**config.mk**
```make
export PLATFORM = sky130hd
export DESIGN_NAME = spi_target_port_flat
export DESIGN_NICKNAME = d
export VERILOG_FILES = /design/src/rtl/spi_target_port_if.sv /design/src/rtl/spi_target_port.sv /design/src/flat_wrapper.sv
export SDC_FILE = /design/constraint.sdc
export NUM_CORES = 1
export LEC_CHECK = 0
export BUFFER_PORTS_ARGS = -buffer_cell sky130_fd_sc_hd__buf_4
export CELL_PAD_IN_SITES_DETAIL_PLACEMENT = 0
export CELL_PAD_IN_SITES_GLOBAL_PLACEMENT = 1
export CORE_MARGIN = 3
export CORE_UTILIZATION = 40
export CTS_BUF_LIST = sky130_fd_sc_hd__clkbuf_4 sky130_fd_sc_hd__clkbuf_8 sky130_fd_sc_hd__clkbuf_16
export DETAILED_ROUTE_END_ITERATION = 12
export PLACE_DENSITY = 0.71
export SLEW_MARGIN = 0
export SYNTH_ARGS = -nofsm -noshare
export SYNTH_HDL_FRONTEND = slang
export SYNTH_SLANG_ARGS = --single-unit
```
**constraint.sdc**
```tcl
create_clock -name sysClk -period 2.7 [get_ports sysClk]
set_input_delay 0 -clock sysClk [delete_from_list [all_inputs] [get_ports sysClk]]
set_output_delay 0 -clock sysClk [all_outputs]
set_load 0.03 [all_outputs]
```
**src/rtl/spi_target_port_if.sv**
```systemverilog
// Bus bundle for spi_target_port: SPI pins and host-side rx/tx buffer access.
// master = initiator/host side, slave = the target endpoint.
interface spi_target_port_if #(
  parameter int DATA_WIDTH = 8,
  parameter int ADDR_WIDTH = 2
);
  logic                  spiClk;
  logic                  cs;
  logic                  mosi;
  logic                  miso;
  logic [ADDR_WIDTH-1:0] tx_addr;
  logic [DATA_WIDTH-1:0] tx_byte;
  logic                  tx_wr;
  logic [ADDR_WIDTH-1:0] rx_addr;
  logic [DATA_WIDTH-1:0] rx_byte;
  logic                  rx_rd;
  logic [ADDR_WIDTH:0]   rx_count;
  logic                  busy;
  logic                  trx_complete;
  logic                  overrun;

  modport master (
    output spiClk, cs, mosi, tx_addr, tx_byte, tx_wr, rx_addr, rx_rd,
    input  miso, rx_byte, rx_count, busy, trx_complete, overrun
  );

  modport slave (
    input  spiClk, cs, mosi, tx_addr, tx_byte, tx_wr, rx_addr, rx_rd,
    output miso, rx_byte, rx_count, busy, trx_complete, overrun
  );
endinterface

```
**src/rtl/spi_target_port.sv**
```systemverilog
// SPI mode-0 target oversampled in the sysClk domain, with tx/rx byte buffers.
// Build option SPI_TARGET_ECHO_EN: miso echoes the previous received byte instead of tx_buf.
//
// state  | meaning
// SIdle  | waiting for cs fall, miso low
// SShift | shifting bits on synced spiClk edges
// SByte  | one cycle: store completed byte, reload tx shifter
// SDone  | one cycle: publish rx_count, pulse trx_complete
module spi_target_port #(
  parameter int DATA_WIDTH = 8,
  parameter int BUF_DEPTH  = 4,
  parameter int ADDR_WIDTH = 2
) (
  input logic             sysClk,
  input logic             reset,
  spi_target_port_if.slave bus
);

  localparam int BW = $clog2(DATA_WIDTH) + 1;
  localparam logic [BW-1:0]       LAST_BIT = BW'(DATA_WIDTH - 1);
  localparam logic [ADDR_WIDTH:0] DEPTH_C  = (ADDR_WIDTH + 1)'(BUF_DEPTH);

  typedef enum logic [1:0] {SIdle, SShift, SByte, SDone} state_t;

  state_t                state_q, state_d;
  logic [2:0]            sclk_q;
  logic [2:0]            cs_q;
  logic [1:0]            mosi_q;
  logic [BW-1:0]         bit_cnt_q, bit_cnt_d;
  logic [ADDR_WIDTH:0]   byte_idx_q, byte_idx_d, byte_idx_nx;
  logic [DATA_WIDTH-1:0] rx_shift_q, rx_shift_d;
  logic [DATA_WIDTH-1:0] tx_shift_q, tx_shift_d;
  logic                  overrun_q, overrun_d;
  logic [ADDR_WIDTH:0]   rx_count_q, rx_count_d;
  logic [DATA_WIDTH-1:0] rx_byte_q;
  logic [DATA_WIDTH-1:0] rx_buf_q [BUF_DEPTH];
  logic                  rx_we;
  logic [DATA_WIDTH-1:0] first_tx;
  logic [DATA_WIDTH-1:0] next_tx;
  logic                  busy;
  logic                  sclk_rise, sclk_fall, cs_rise, cs_fall, mosi_s;

  // [0],[1] synchronizer, [2] history for edge detection
  assign sclk_rise = sclk_q[1] & ~sclk_q[2];
  assign sclk_fall = ~sclk_q[1] & sclk_q[2];
  assign cs_rise   = cs_q[1] & ~cs_q[2];
  assign cs_fall   = ~cs_q[1] & cs_q[2];
  assign mosi_s    = mosi_q[1];

  assign busy        = (state_q == SShift) || (state_q == SByte);
  assign byte_idx_nx = (byte_idx_q < DEPTH_C) ? byte_idx_q + 1'b1 : byte_idx_q;

`ifdef SPI_TARGET_ECHO_EN
  logic unused_tx;
  assign unused_tx = ^{bus.tx_addr, bus.tx_byte, bus.tx_wr};
  assign first_tx  = '0;
  assign next_tx   = rx_shift_q;
`else
  logic [DATA_WIDTH-1:0] tx_buf_q [BUF_DEPTH];

  assign first_tx = tx_buf_q[0];
  assign next_tx  = (byte_idx_nx < DEPTH_C) ? tx_buf_q[byte_idx_nx[ADDR_WIDTH-1:0]] : '0;

  always_ff @(posedge sysClk or negedge reset) begin
    if (!reset) begin
      for (int i = 0; i < BUF_DEPTH; i++) tx_buf_q[i] <= '0;
    end else if (!bus.tx_wr && !busy) begin
      tx_buf_q[bus.tx_addr] <= bus.tx_byte;
    end
  end
`endif

  always_comb begin
    state_d    = state_q;
    bit_cnt_d  = bit_cnt_q;
    byte_idx_d = byte_idx_q;
    rx_shift_d = rx_shift_q;
    tx_shift_d = tx_shift_q;
    overrun_d  = overrun_q;
    rx_count_d = rx_count_q;
    rx_we      = 1'b0;
    unique case (state_q)
      SIdle: begin
        if (cs_fall) begin
          tx_shift_d = first_tx;
          bit_cnt_d  = '0;
          byte_idx_d = '0;
          overrun_d  = 1'b0;
          state_d    = SShift;
        end
      end
      SShift: begin
        if (cs_rise) begin
          state_d = SDone;
        end else if (sclk_rise) begin
          rx_shift_d = {rx_shift_q[DATA_WIDTH-2:0], mosi_s};
          bit_cnt_d  = bit_cnt_q + 1'b1;
          if (bit_cnt_q == LAST_BIT) state_d = SByte;
        end else if (sclk_fall && (bit_cnt_q != '0)) begin
          tx_shift_d = {tx_shift_q[DATA_WIDTH-2:0], 1'b0};
        end
      end
      SByte: begin
        // The completed byte is kept even if cs rises in this very cycle
        if (byte_idx_q < DEPTH_C) rx_we = 1'b1;
        else                      overrun_d = 1'b1;
        byte_idx_d = byte_idx_nx;
        tx_shift_d = next_tx;
        bit_cnt_d  = '0;
        state_d    = cs_rise ? SDone : SShift;
      end
      SDone: begin
        rx_count_d = byte_idx_q;
        state_d    = SIdle;
      end
      default: state_d = SIdle;
    endcase
  end

  always_ff @(posedge sysClk or negedge reset) begin
    if (!reset) begin
      state_q    <= SIdle;
      sclk_q     <= '0;
      cs_q       <= '0;
      mosi_q     <= '0;
      bit_cnt_q  <= '0;
      byte_idx_q <= '0;
      rx_shift_q <= '0;
      tx_shift_q <= '0;
      overrun_q  <= 1'b0;
      rx_count_q <= '0;
    end else begin
      state_q    <= state_d;
      sclk_q     <= {sclk_q[1:0], bus.spiClk};
      cs_q       <= {cs_q[1:0], bus.cs};
      mosi_q     <= {mosi_q[0], bus.mosi};
      bit_cnt_q  <= bit_cnt_d;
      byte_idx_q <= byte_idx_d;
      rx_shift_q <= rx_shift_d;
      tx_shift_q <= tx_shift_d;
      overrun_q  <= overrun_d;
      rx_count_q <= rx_count_d;
    end
  end

  // A read of the slot being written in SByte returns the old contents
  always_ff @(posedge sysClk or negedge reset) begin
    if (!reset) begin
      for (int i = 0; i < BUF_DEPTH; i++) rx_buf_q[i] <= '0;
      rx_byte_q <= '0;
    end else begin
      if (rx_we) rx_buf_q[byte_idx_q[ADDR_WIDTH-1:0]] <= rx_shift_q;
      if (!bus.rx_rd) rx_byte_q <= rx_buf_q[bus.rx_addr];
    end
  end

  assign bus.miso         = busy ? tx_shift_q[DATA_WIDTH-1] : 1'b0;
  assign bus.rx_byte      = rx_byte_q;
  assign bus.rx_count     = rx_count_q;
  assign bus.busy         = busy;
  assign bus.trx_complete = (state_q == SDone);
  assign bus.overrun      = overrun_q;

endmodule

```
**src/flat_wrapper.sv**
```systemverilog
// flat-port wrapper written by rule: the top's interface ports become plain ports
module spi_target_port_flat 
#(
  parameter int DATA_WIDTH = 8,
  parameter int BUF_DEPTH  = 4,
  parameter int ADDR_WIDTH = 2
)
  (sysClk, reset, bus_spiClk, bus_cs, bus_mosi, bus_tx_addr, bus_tx_byte, bus_tx_wr, bus_rx_addr, bus_rx_rd, bus_miso, bus_rx_byte, bus_rx_count, bus_busy, bus_trx_complete, bus_overrun);
  spi_target_port_if #(.DATA_WIDTH(DATA_WIDTH), .ADDR_WIDTH(ADDR_WIDTH)) bus_i ();
  input logic sysClk;
  input logic reset;
  input wire logic [$bits(bus_i.spiClk)-1:0] bus_spiClk;
  input wire logic [$bits(bus_i.cs)-1:0] bus_cs;
  input wire logic [$bits(bus_i.mosi)-1:0] bus_mosi;
  input wire logic [$bits(bus_i.tx_addr)-1:0] bus_tx_addr;
  input wire logic [$bits(bus_i.tx_byte)-1:0] bus_tx_byte;
  input wire logic [$bits(bus_i.tx_wr)-1:0] bus_tx_wr;
  input wire logic [$bits(bus_i.rx_addr)-1:0] bus_rx_addr;
  input wire logic [$bits(bus_i.rx_rd)-1:0] bus_rx_rd;
  output wire logic [$bits(bus_i.miso)-1:0] bus_miso;
  output wire logic [$bits(bus_i.rx_byte)-1:0] bus_rx_byte;
  output wire logic [$bits(bus_i.rx_count)-1:0] bus_rx_count;
  output wire logic [$bits(bus_i.busy)-1:0] bus_busy;
  output wire logic [$bits(bus_i.trx_complete)-1:0] bus_trx_complete;
  output wire logic [$bits(bus_i.overrun)-1:0] bus_overrun;
  assign bus_i.spiClk = bus_spiClk;
  assign bus_i.cs = bus_cs;
  assign bus_i.mosi = bus_mosi;
  assign bus_i.tx_addr = bus_tx_addr;
  assign bus_i.tx_byte = bus_tx_byte;
  assign bus_i.tx_wr = bus_tx_wr;
  assign bus_i.rx_addr = bus_rx_addr;
  assign bus_i.rx_rd = bus_rx_rd;
  assign bus_miso = bus_i.miso;
  assign bus_rx_byte = bus_i.rx_byte;
  assign bus_rx_count = bus_i.rx_count;
  assign bus_busy = bus_i.busy;
  assign bus_trx_complete = bus_i.trx_complete;
  assign bus_overrun = bus_i.overrun;
  spi_target_port #(.DATA_WIDTH(DATA_WIDTH), .BUF_DEPTH(BUF_DEPTH), .ADDR_WIDTH(ADDR_WIDTH)) u_core (.sysClk(sysClk), .reset(reset), .bus(bus_i));
endmodule
```
==> results of run 1 <==
==> power by group through the flow <==
stage | clock network [W] | logic, W | registers [W]
after floorplan | 0 | 0.00180 | 0.00251
after global placement | 0 | 0.00241 | 0.00254
after detailed placement | 0 | 0.00246 | 0.00257
after CTS | 0.00130 | 0.00248 | 0.00254
after global routing | 0.00136 | 0.00269 | 0.00261
final | 0.00126 | 0.00246 | 0.00254
==> final cells by class <==
class	instances	area, um^2
fill	1093	6230
sequential	109	2730
multi-input combinational	243	2210
timing repair buffer	56	465
clock buffer	10	239
tap	168	210
clock inverter	5	43.8
inverter	10	37.5
==> worst paths after layout <==
check,start,to,slack (ns),cells after the start
max,u_core.state_q[1],u_core.tx_shift_q[6],0.43,7
min,bus_tx_addr[1],u_core.first_tx[2],0.06,3
min reg2reg,u_core.mosi_q[0],u_core.mosi_q[1],0.35,0
max in group asynchronous,reset,u_core.mosi_q[1],1.72,3
max reg2reg,u_core.state_q[1],u_core.tx_shift_q[6],0.43,7
min in group asynchronous,reset,u_core.sclk_q[0],0.25,2
==> worst max-delay path, delay by kind of cell, from the launching register on <==
| kind | cells | cell delay [ns] |
|---|---|---|
| AOI/OAI and AO/OA | 3 | 0.85 |
| adders and majority gates | 1 | 0.41 |
| buffers and inverters | 2 | 0.35 |
| DFF | 1 | 0.44 |
| and+or+nand+nor | 1 | 0.09 |
==> per-stage QoR <==
stage / setup WS, ns / hold WS, ns
4_1_cts: 0.395 / 0.0482
6_report: 0.426 / 0.0600
3_5_place_dp: 0.410 / 0.0960
5_1_grt: 0.172 / 0.0653
3_3_place_gp: 0.455 / 0.0899
2_1_floorplan: 0.553 / -0.296
==> cell families (layout without fill, tap and decap cells) <==
| family | after synthesis | in the layout | share of synthesized area |
|---|---|---|---|
| AO/OA/AOI/OAI | 50 | 50 | 0.0729 |
| adder cells (fa/ha/maj) | 10 | 10 | 0.0248 |
| multiplexers | 110 | 110 | 0.261 |
| AND/OR/NAND/NOR | 72 | 72 | 0.0766 |
| XOR/XNOR | 1 | 1 | 0.00174 |
| flip-flops | 109 | 109 | 0.540 |
| buffers and inverters | 23 | 81 | 0.0228 |
==> layer usage <==
layer | up-vias | wire (um)
li1 | 1484 | -
met1 | 1608 | 4660
met2 | 37 | 4970
met3 | 12 | 296
met4 | 0 | 171
met5 | - | 0
==> synth_stat cells (2+ instances only) <==
cell type  instances
dfrtp_1          109
mux2_2            83
nand2_1           31
mux2i_1           18
nor2_1            12
ha_1              10
inv_1             10
mux4_2             9
o21ai_0            8
a21oi_1            6
clkbuf_1           6
nor2b_1            6
a21boi_0           5
a221oi_1           5
nand3_1            5
o221ai_1           5
o41ai_1            5
o22ai_1            4
buf_6              3
nand2b_1           3
and2b_1            2
buf_2              2
nand3b_1           2
o31ai_1            2
==> registers in the layout, indices dropped and copies added (netlist names), 3 cells and up <==
| name | count |
|---|---|
| u_core.bus.rx_count | 3 |
| u_core.tx_buf_q | 24 |
| u_core.sclk_q | 3 |
| u_core.cs_q | 3 |
| u_core.tx_shift_q | 8 |
| u_core.byte_idx_q | 3 |
| u_core.bit_cnt_q | 4 |
| u_core.bus.rx_byte | 8 |
| u_core.rx_buf_q | 32 |
| u_core.first_tx | 8 |
| u_core.rx_shift_q | 8 |
==> what timing repair did <==
action,4_1_cts,5_1_grt
hold endpoints to repair,93,0
hold buffers,13,0
resized for setup,0,0
==> results.md, run 1 <==
* Worst setup EP type: register
* Final hold vios at 0
* Maximum vdd drop at 0.655 mV
* P&R area growth vs syn at 17.6%
* RSZ-0062 raised after global routing: false
* Sink Count at between 100 and 150
* Sequential power share at 0.406
* Most used routing layer in global routing: met2
* Tmin final at between 2 and 2.5 ns
* GRT Residual Overflow at 0
* Syn nets at roughly 400
* Combinational power share at 0.393
* Post-Synthesis Cells at about 380
* Critical Path RT at 2.93 ns
* Avg Vias per Cell at about 5.2
* Number of global-route vias before repair at around 3200
* Postcts setup bufs at 0
* Final setup fails at 0
* GRT met3 Usage at 0.0388
* Min-Delay Path Class: in -> reg
* Delay of the slowest cell on the worst path at between 0.4 and 0.5 ns
* P_leak at around 2.7 nW
* Final TNS setup at 0 ns
* Worst-Margin Slew at between 0.6 and 0.7 ns
* Placed cell count at roughly 570
* Met2 usage at 0.251
* TritonCTS clock tree: built
* Worst-path clk slew at roughly 0.070 ns
* Clk pwr share at 0.201
* Share of cells above drive strength 1 at 0.363
* Via count at 3141
* Diode count at 0
* Max Slew Vio Count at 0
* Pwr Density at 1050 nW/um^2
* # nets final at approximately 460
* Sequential area share after synthesis at 0.540
* Synth Flop Type: dfrtp_1
* Top cells by area, synth: dfrtp_1 (54%), mux2_2 (19%), mux4_2 (4.0%)
* Status: completed
* Number of H-tree levels at 3
* Post-route non-filler standard cell count at about 600
* Most frequent cells in the layout: dfrtp_1 (109), mux2_2 (83), buf_4 (42)
* Initial antenna violation count at 0
* Worst Setup Path Type: reg -> reg
* DP HPWL at around 6.8 mm
* Fmax at between 400 and 500 MHz
* Die Span Y at 118 um
* DRC viols at 0
* Post-synth EDFFs at 0
* Clock Tree Buf Depth at 2
* Drt total wl at 10.1 mm
* CP Cell Sequence: inv_1 > ha_1 > nand2_1 > a211oi_1 > o21bai_1 > buf_4 > o41ai_1
* Synth top area share at 0.540
* FFs w/ async S/R, synth at 1.00
* Placed Area at 5520 um^2
* Critical path arrival at ~2.5 ns
* Total core area at roughly 12000 um^2
* DIE AREA at between 10000 and 15000 um^2
* Final non-filler cell area at slightly below 6000 um^2
* Worst slew margin at 0.544
* Row count at 40
* Commonest non-fill, non-tap cell in the layout: dfrtp_1
* Setup Skew at ~0.013 ns
* Final design utilization at 0.488
* Sw Pwr at 0.00225 W
* Startpoint Class: register
* Total power at about 0.0062 W
* Syn Area/Cell at 13.5 um^2
* GR Util met1 at 0.199
* Slowest CP cell: dfrtp_1
* Clock Latency Late Sink at ~0.36 ns
* Internal Power at 0.00400 W
* Die X at 118 um
* Initial DRC Count at roughly 200
* # IOs at 34
* Port bufs at 33
* Max FO, Critical Path at 11
* Post-synth top area cell: dfrtp_1
* Initial Util at 0.415
* RePlAce Congestion at between 0.8 and 0.9
* Wirelength per Cell at roughly 17 um
* Total iterations of the first detailed-routing run at 4
* Synth unique cells at between 40 and 50
* Synth warnings at 0
* Cell Area, Synth at ~5000 um^2
* Number of synthesized register bits at between 100 and 150
* Sw frac at 0.361
* CTS Root Cell: clkbuf_16
* Largest net degree at the start of global routing at 60
* CTS buffer count at 9
* Overall Global Routing Usage at 0.154
* Final ANT Viol Nets at 0
* Max_cap viols at 0
* Final Cycle Share at 0.842
* First-pass GRT wire length at 17.0 mm
Power figures use the tool's default switching activity.
==> run 2: changes to the inputs <==
--- a/config.mk
+++ b/config.mk
@@ -5,6 +5,7 @@
 export SDC_FILE = /design/constraint.sdc
 export NUM_CORES = 1
 export LEC_CHECK = 0
+export ABC_AREA = 1
 export BUFFER_PORTS_ARGS = -buffer_cell sky130_fd_sc_hd__buf_4
 export CELL_PAD_IN_SITES_DETAIL_PLACEMENT = 0
 export CELL_PAD_IN_SITES_GLOBAL_PLACEMENT = 1
@@ -12,7 +13,7 @@
 export CORE_UTILIZATION = 40
 export CTS_BUF_LIST = sky130_fd_sc_hd__clkbuf_4 sky130_fd_sc_hd__clkbuf_8 sky130_fd_sc_hd__clkbuf_16
 export DETAILED_ROUTE_END_ITERATION = 12
-export PLACE_DENSITY = 0.71
+export PLACE_DENSITY = 0.79
 export SLEW_MARGIN = 0
 export SYNTH_ARGS = -nofsm -noshare
 export SYNTH_HDL_FRONTEND = slang
==> constraint.sdc (replaced) <==
create_clock -name sysClk -period 1.85 [get_ports sysClk]
set_input_delay 0 -clock sysClk [delete_from_list [all_inputs] [get_ports sysClk]]
set_output_delay 0 -clock sysClk [all_outputs]
set_load 0.03 [all_outputs]
==> run 2 against run 1 <==
  * Via count grew 27%
  * Die area shrank 0.17%
  * Register-to-register slack lost 0.34 ns
  * Synthesized cell count grew 61%
  * Sequential power grew 43%
  * Hold slack lost 0.053 ns
  * Design area grew 0.46%
  * First-iteration DRC count grew 11%
  * Global-route usage grew 1.3 points
  * Combinational power grew 56%
  * Non-clock buffer count grew 5
  * Fmax grew 29%
  * Critical path type unchanged
==> results.md, run 2 <==
* Status: completed
* Sequential area share after synthesis at 0.541
* Max Slew Vio Count at 0
* Number of H-tree levels at 3
* Placed cell count at ~800
* Largest register FFs at 32
* Worst-path clk slew at about 0.080 ns
* Worst setup EP type: register
* Setup Skew at about 0.016 ns
* FILL cells at 1202
* Top cells by area, synth: dfrtp_1 (54%), nand2_1 (11%), o21ai_0 (9.4%)
* Pwr Density at ~1600 nW/um^2
* Simple-gate share of the synthesized area at 0.227
* Initial Util at 0.414
* Min-Delay Path Class: in -> reg
* Port bufs at 33
* Final hold vios at 0
* Post-Synthesis Cells at 603
* Largest net degree at the start of global routing at slightly above 70
* Via count at between 3000 and 4000
* Worst Setup Path Type: reg -> reg
* Post-synth top area cell: dfrtp_1
* Die Span Y at approximately 120 um
* Sink Count at around 110
* Number of synthesized register bits at between 100 and 150
* Syn nets at roughly 630
* Largest registers: u_core.rx_buf_q x32, u_core.tx_buf_q x24
* Final design utilization at 0.490
* Clock Tree Buf Depth at 2
* Synth warnings at 0
* Number of global-route vias before repair at 3702
* Synth top area share at 0.541
* P&R area growth vs syn at 18.3%
* First-pass GRT wire length at approximately 19 mm
* Post-route non-filler standard cell count at approximately 830
* Maximum vdd drop at a little under 0.7 mV
* Register-to-register setup slack at 0.09 ns
* Total iterations of the first detailed-routing run at 4
* RSZ-0062 raised after global routing: true
* TritonCTS clock tree: built
* Critical Path RT at 2.13 ns
* Wirelength per Cell at between 10 and 15 um
* Critical path arrival at ~2 ns
* Final non-filler cell area at ~6000 um^2
* Multiplexer share of the synthesized area at 0
* Commonest non-fill, non-tap cell in the layout: nand2_1
* CTS Root Cell: clkbuf_16
* Initial DRC Count at between 200 and 250
* Die X at around 120 um
* Drt total wl at around 11 mm
* Most frequent cells in the layout: nand2_1 (143), dfrtp_1 (108), o21ai_0 (95)
* Worst slew margin at 0.665
* Avg Vias per Cell at approximately 4.8
* Synth Area in XOR/XNOR at 0.00174
* Row count at 40
* # nets final at between 600 and 700
* Worst-Margin Slew at around 0.50 ns
* Final Cycle Share at 0.953
* Sequential power share at 0.388
* Final setup fails at 0
* Post-Synth Adder-Cell Area at 0.0248
* Share of cells above drive strength 1 at 0.142
* Reg area at around 2700 um^2
* Multi-input combinational cell area at 2000 um^2
* RePlAce Congestion at around 0.81
* Synth unique cells at 28
* Reg with most FFs: u_core.rx_buf_q
* P_leak at 2.91 nW
* Initial antenna violation count at 0
* Hold_ws at about 0.007 ns
* Final worst slack at 0.0863 ns
* CTS buffer count at 9
* Post-synth EDFFs at 0
* DP HPWL at just under 8 mm
* Fmax at between 500 and 600 MHz
* Synth Flop Type: dfrtp_1
* Total core area at about 12000 um^2
* Startpoint Class: register
* Max FO, Critical Path at 12
* Placed Area at about 5500 um^2
* GRT Residual Overflow at 0
* Final ANT Viol Nets at 0
* Cell Area, Synth at roughly 5000 um^2
* Most frequent cell after synthesis: nand2_1
* Max_cap viols at 0
* # IOs at 34
* Diode count at 0
* Internal Power at 0.00549 W
* Clk pwr share at 0.199
* Post-Place Worst Slack at -0.0266 ns
* Overall Global Routing Usage at 0.167
* Clock Latency Late Sink at 0.36 ns
* Post-synth top cells: nand2_1 (145), dfrtp_1 (109), o21ai_0 (95)
* Sw Pwr at 0.00383 W
* Tmin final at approximately 1.8 ns
* Syn Area/Cell at ~8.4 um^2
* FFs w/ async S/R, synth at 1.00
* Largest family of logic cells by synthesized area: simple AND/OR/NAND/NOR gates
* Sw frac at 0.411
* DIE AREA at 14000 um^2
* Compound-Gate Fraction of Synth Area at 0.137
* Combinational power share at 0.412
* DRC viols at 0
## run 2: cell types whose count changed in the layout (fill, tap and decap cells not counted), moves of 10 or more
cell,change
mux2i_1,-18
nand2_1,+112
inv_1,+51
a21oi_1,+10
mux2_2,-83
nor2_1,+51
o21ai_0,+87
nand3_1,+33
## run 2: path summary, 6_finish.rpt
check | start | end | cells past startpoint
worst min-delay path | bus_rx_addr[1] | u_core.bus.rx_byte[2] | 4
min in group asynchronous | reset | u_core.bus.rx_byte[2] | 2
worst max-delay path | u_core.state_q[0] | u_core.tx_shift_q[7] | 7
worst max register to register | u_core.state_q[0] | u_core.tx_shift_q[7] | 7
max in group asynchronous | reset | u_core.first_tx[2] | 3
worst min register to register | u_core.sclk_q[0] | u_core.sclk_q[1] | 0
## run 2: critical path, stage by stage, from the launching register on
cell,delay [ns]
dfrtp_1,0.40
inv_1,0.12
ha_1,0.34
buf_4,0.21
inv_1,0.14
nor3_1,0.24
nand2_1,0.10
a21oi_1,0.12
## run 2: per-layer routing
layer  track usage  wire length (um)  vias up
met5             0                 0        -
li1              -                 -     2042
met1         0.249              5810     1849
met4        0.0440               108        0
met3        0.0354               432       10
met2         0.245              4840       73
## run 2: cell families (layout without fill, tap and decap cells)
family	count (synthesis)	after routing
buf+inv	84	141
compound gates	129	129
simple gates	270	271
flops	109	109
fa+ha+maj	10	10
xor+xnor	1	1
## run 2: power groups by stage
stage | Clock (W) | Combinational [W] | Sequential, W
global placement | 0 | 0.00365 | 0.00362
finish | 0.00186 | 0.00384 | 0.00362
detailed placement | 0 | 0.00372 | 0.00365
global route | 0.00201 | 0.00437 | 0.00372
floorplan | 0 | 0.00265 | 0.00364
CTS | 0.00190 | 0.00378 | 0.00361
## run 2: final cells by class
cell class,instances,area share
Clock buffer,9,0.0378
Clock inverter,7,0.00944
Inverter,64,0.0403
Multi-Input combinational cell,411,0.336
Sequential cell,109,0.458
Tap cell,168,0.0352
Timing Repair Buffer,61,0.0839
## run 2: what timing repair did
action	CTS	global route
setup buffers	0	1
hold buffers	12	0
gates resized for setup	2	8
endpoints found under the hold margin	140	0
cloned	0	1
endpoints found under the setup margin	10	56
## run 2: through the flow
stage | TNS [ns] | total power [W]
2_1_floorplan | 0 | 0.00630
3_3_place_gp | 0 | 0.00727
3_5_place_dp | -0.0509 | 0.00736
4_1_cts | 0 | 0.00929
5_1_grt | -0.131 | 0.0101
6_report | 0 | 0.00932
==> run 3: changes to the inputs <==
--- a/config.mk
+++ b/config.mk
@@ -10,10 +10,10 @@
 export CELL_PAD_IN_SITES_DETAIL_PLACEMENT = 0
 export CELL_PAD_IN_SITES_GLOBAL_PLACEMENT = 1
 export CORE_MARGIN = 3
-export CORE_UTILIZATION = 40
+export CORE_UTILIZATION = 46
 export CTS_BUF_LIST = sky130_fd_sc_hd__clkbuf_4 sky130_fd_sc_hd__clkbuf_8 sky130_fd_sc_hd__clkbuf_16
 export DETAILED_ROUTE_END_ITERATION = 12
-export PLACE_DENSITY = 0.79
+export PLACE_DENSITY = 0.85
 export SLEW_MARGIN = 0
 export SYNTH_ARGS = -nofsm -noshare
 export SYNTH_HDL_FRONTEND = slang
==> constraint.sdc (replaced) <==
create_clock -name sysClk -period 1.9 [get_ports sysClk]
set_input_delay 0 -clock sysClk [delete_from_list [all_inputs] [get_ports sysClk]]
set_output_delay 0 -clock sysClk [all_outputs]
set_load 0.03 [all_outputs]
==> run 3 against run 2 <==
  * Sequential share of layout area increased by 0.94 points
  * First-iteration DRC count increased by 30%
  * Critical path depth decreased by 1
  * Wire length decreased by 0.45%
  * Combinational power decreased by 3%
  * Largest power group unchanged
  * Utilization increased by 6.5 points
==> results.md, run 3 (synthesized netlist as in run 2, its figures left out) <==
* Maximum vdd drop at approximately 0.89 mV
* Final non-filler cell area at a little under 6000 um^2
* Reg-to-reg startpoint: u_core.state_q[1]
* Critical Path RT at between 2 and 2.5 ns
* Max FO, Critical Path at 7
* Worst slew margin at 0.674
* Total power at between 0.008 and 0.009 W
* Combinational power share at 0.431
* P_leak at between 2 and 3 nW
* Max_cap viols at 0
* Slowest CP cell: ha_2
* Register-to-register setup slack at 0.21 ns
* Drt total wl at approximately 11 mm
* Tmin final at around 1.7 ns
* Number of global-route vias before repair at about 4000
* Critical path buffers and inverters at 2
* Worst setup EP type: register
* Diode count at 0
* Avg Vias per Cell at a little over 5
* DP HPWL at slightly below 8 mm
* TritonCTS clock tree: built
* Status: completed
* Initial Util at 0.480
* Final TNS setup at 0 ns
* Final design utilization at 0.556
* DIE AREA at 12200 um^2
* Most frequent cells in the layout: nand2_1 (142), dfrtp_1 (109), o21ai_0 (95)
* Largest registers: u_core.rx_buf_q x32, u_core.tx_buf_q x24
* Fmax at 590 MHz
* RePlAce Congestion at 0.855
* DRC viols at 0
* Max Slew Vio Count at 0
* Sw Pwr at ~0.0036 W
* Critical R2R Capture: u_core.tx_shift_q[7]
* Worst Setup Path Type: reg -> reg
* Overall Global Routing Usage at 0.195
* Wirelength per Cell at between 10 and 15 um
* CTS buffer count at 9
* Worst-Margin Slew at 0.488 ns
* Critical path arrival at ~2.0 ns
* Worst-path clk slew at roughly 0.10 ns
* CTS Root Cell: clkbuf_8
* Family with the most delay on the worst path: adder cells
* GRT Residual Overflow at 0
* Share of cells above drive strength 1 at 0.139
* GR Util met1 at 0.283
* Min-Delay Path Class: in -> async
* Sink Count at ~110
* Final setup fails at 0
* Sequential power share at 0.405
* RSZ-0062 raised after global routing: false
* First-pass GRT wire length at ~20 mm
* Internal Power at between 0.005 and 0.006 W
* Die Span Y at between 100 and 150 um
* CP Cell Sequence: inv_1 > ha_2 > inv_1 > nor3_1 > nand2_1 > a21oi_1
* Final ANT Viol Nets at 0
* Worst r2r path cells at 6
* Port bufs at 33
* Pwr Density at about 1500 nW/um^2
* Commonest non-fill, non-tap cell in the layout: nand2_1
* Clock Latency Late Sink at 0.38 ns
* Final hold vios at 0
* Number of H-tree levels at 3
* Total iterations of the first detailed-routing run at 4
* Most used routing layer in global routing: met2
* Placed Area at between 5000 and 6000 um^2
* Startpoint Class: register
* Clock Tree Buf Depth at 2
* Initial antenna violation count at 0
* Die X at 111 um
* Delay of the slowest cell on the worst path at between 0.4 and 0.5 ns
* Setup Skew at between 0.007 and 0.008 ns
* Largest register FFs at 32
* Row count at 37
* Largest net degree at the start of global routing at 58
* Via count at between 4000 and 5000
* Sw frac at 0.415
* Total core area at 10500 um^2
* # nets final at between 600 and 700
* Final Cycle Share at 0.892
* Met2 usage at 0.293
* Most used cell, CP: inv_1
* P&R area growth vs syn at 15.9%
* GRT met3 Usage at 0.0469
* Clk pwr share at 0.164
* Reg with most FFs: u_core.rx_buf_q
* # IOs at 34
* Initial DRC Count at 282
-- run 3: cell count changes in the layout (fill, tap and decap cells not counted), sizes merged --
cell         previous run  this run
bufinv                  0         1
clkinvlp                0         1
clkbuf                  9        10
nand2                 152       151
dlygate4sd3            12        13
inv                    68        65
-- run 3: layout make-up --
class / count / area [um^2]
fillers: 982 / 4670
repair buffers: 62 / 510
clock buffers: 10 / 138
multi-input cells: 410 / 1990
well taps: 136 / 170
flip-flops and latches: 109 / 2730
inverters: 64 / 240
clock inverters: 6 / 61.3
-- run 3: worst max-delay path by stage --
stage / from / end / cells after the start
floorplan: u_core.state_q[0] / u_core.first_tx[4] / 7
global placement: u_core.state_q[1] / u_core.rx_shift_q[0] / 7
detailed placement: u_core.state_q[0] / u_core.first_tx[4] / 6
CTS: u_core.state_q[0] / u_core.first_tx[4] / 6
global route: u_core.state_q[1] / u_core.tx_shift_q[1] / 9
finish: u_core.state_q[1] / u_core.tx_shift_q[7] / 6
-- run 3: power groups by stage --
stage	clock network, W	logic [W]	registers, W
floorplan	0	0.00258	0.00355
global route	0.00157	0.00432	0.00361
detailed placement	0	0.00363	0.00356
global placement	0	0.00355	0.00352
finish	0.00142	0.00374	0.00352
CTS	0.00147	0.00368	0.00352
-- run 3: worst register-to-register path, stage by stage (launching register included) --
cell,delay (ns)
dfrtp_1,0.44
inv_1,0.11
ha_2,0.45
inv_1,0.16
nor3_1,0.25
nand2_1,0.10
a21oi_1,0.13
-- run 3: through the flow --
stage / worst slack, ns / cells / hold slack (ns)
after floorplan: 0.111 / 603 / -0.296
after global routing: 0.0374 / 797 / 0.0735
after detailed placement: 0.0680 / 767 / -0.0500
after global placement: 0.178 / 767 / -0.0538
after CTS: 0.0416 / 796 / 0.0666
final: 0.205 / 797 / 0.0624
-- run 3: timing repair --
item	4_1_cts	5_1_grt
setup buffers	0	1
setup endpoints to repair	0	58
resized for setup	0	8
hold endpoints to repair	152	0
hold buffers	13	0
-- run 3: metal layers --
layer  part of all wire  routed length [um]
met3              0.052                 578
met2               0.43                4790
met4              0.011                 120
met1               0.51                5640
met5                  0                   0
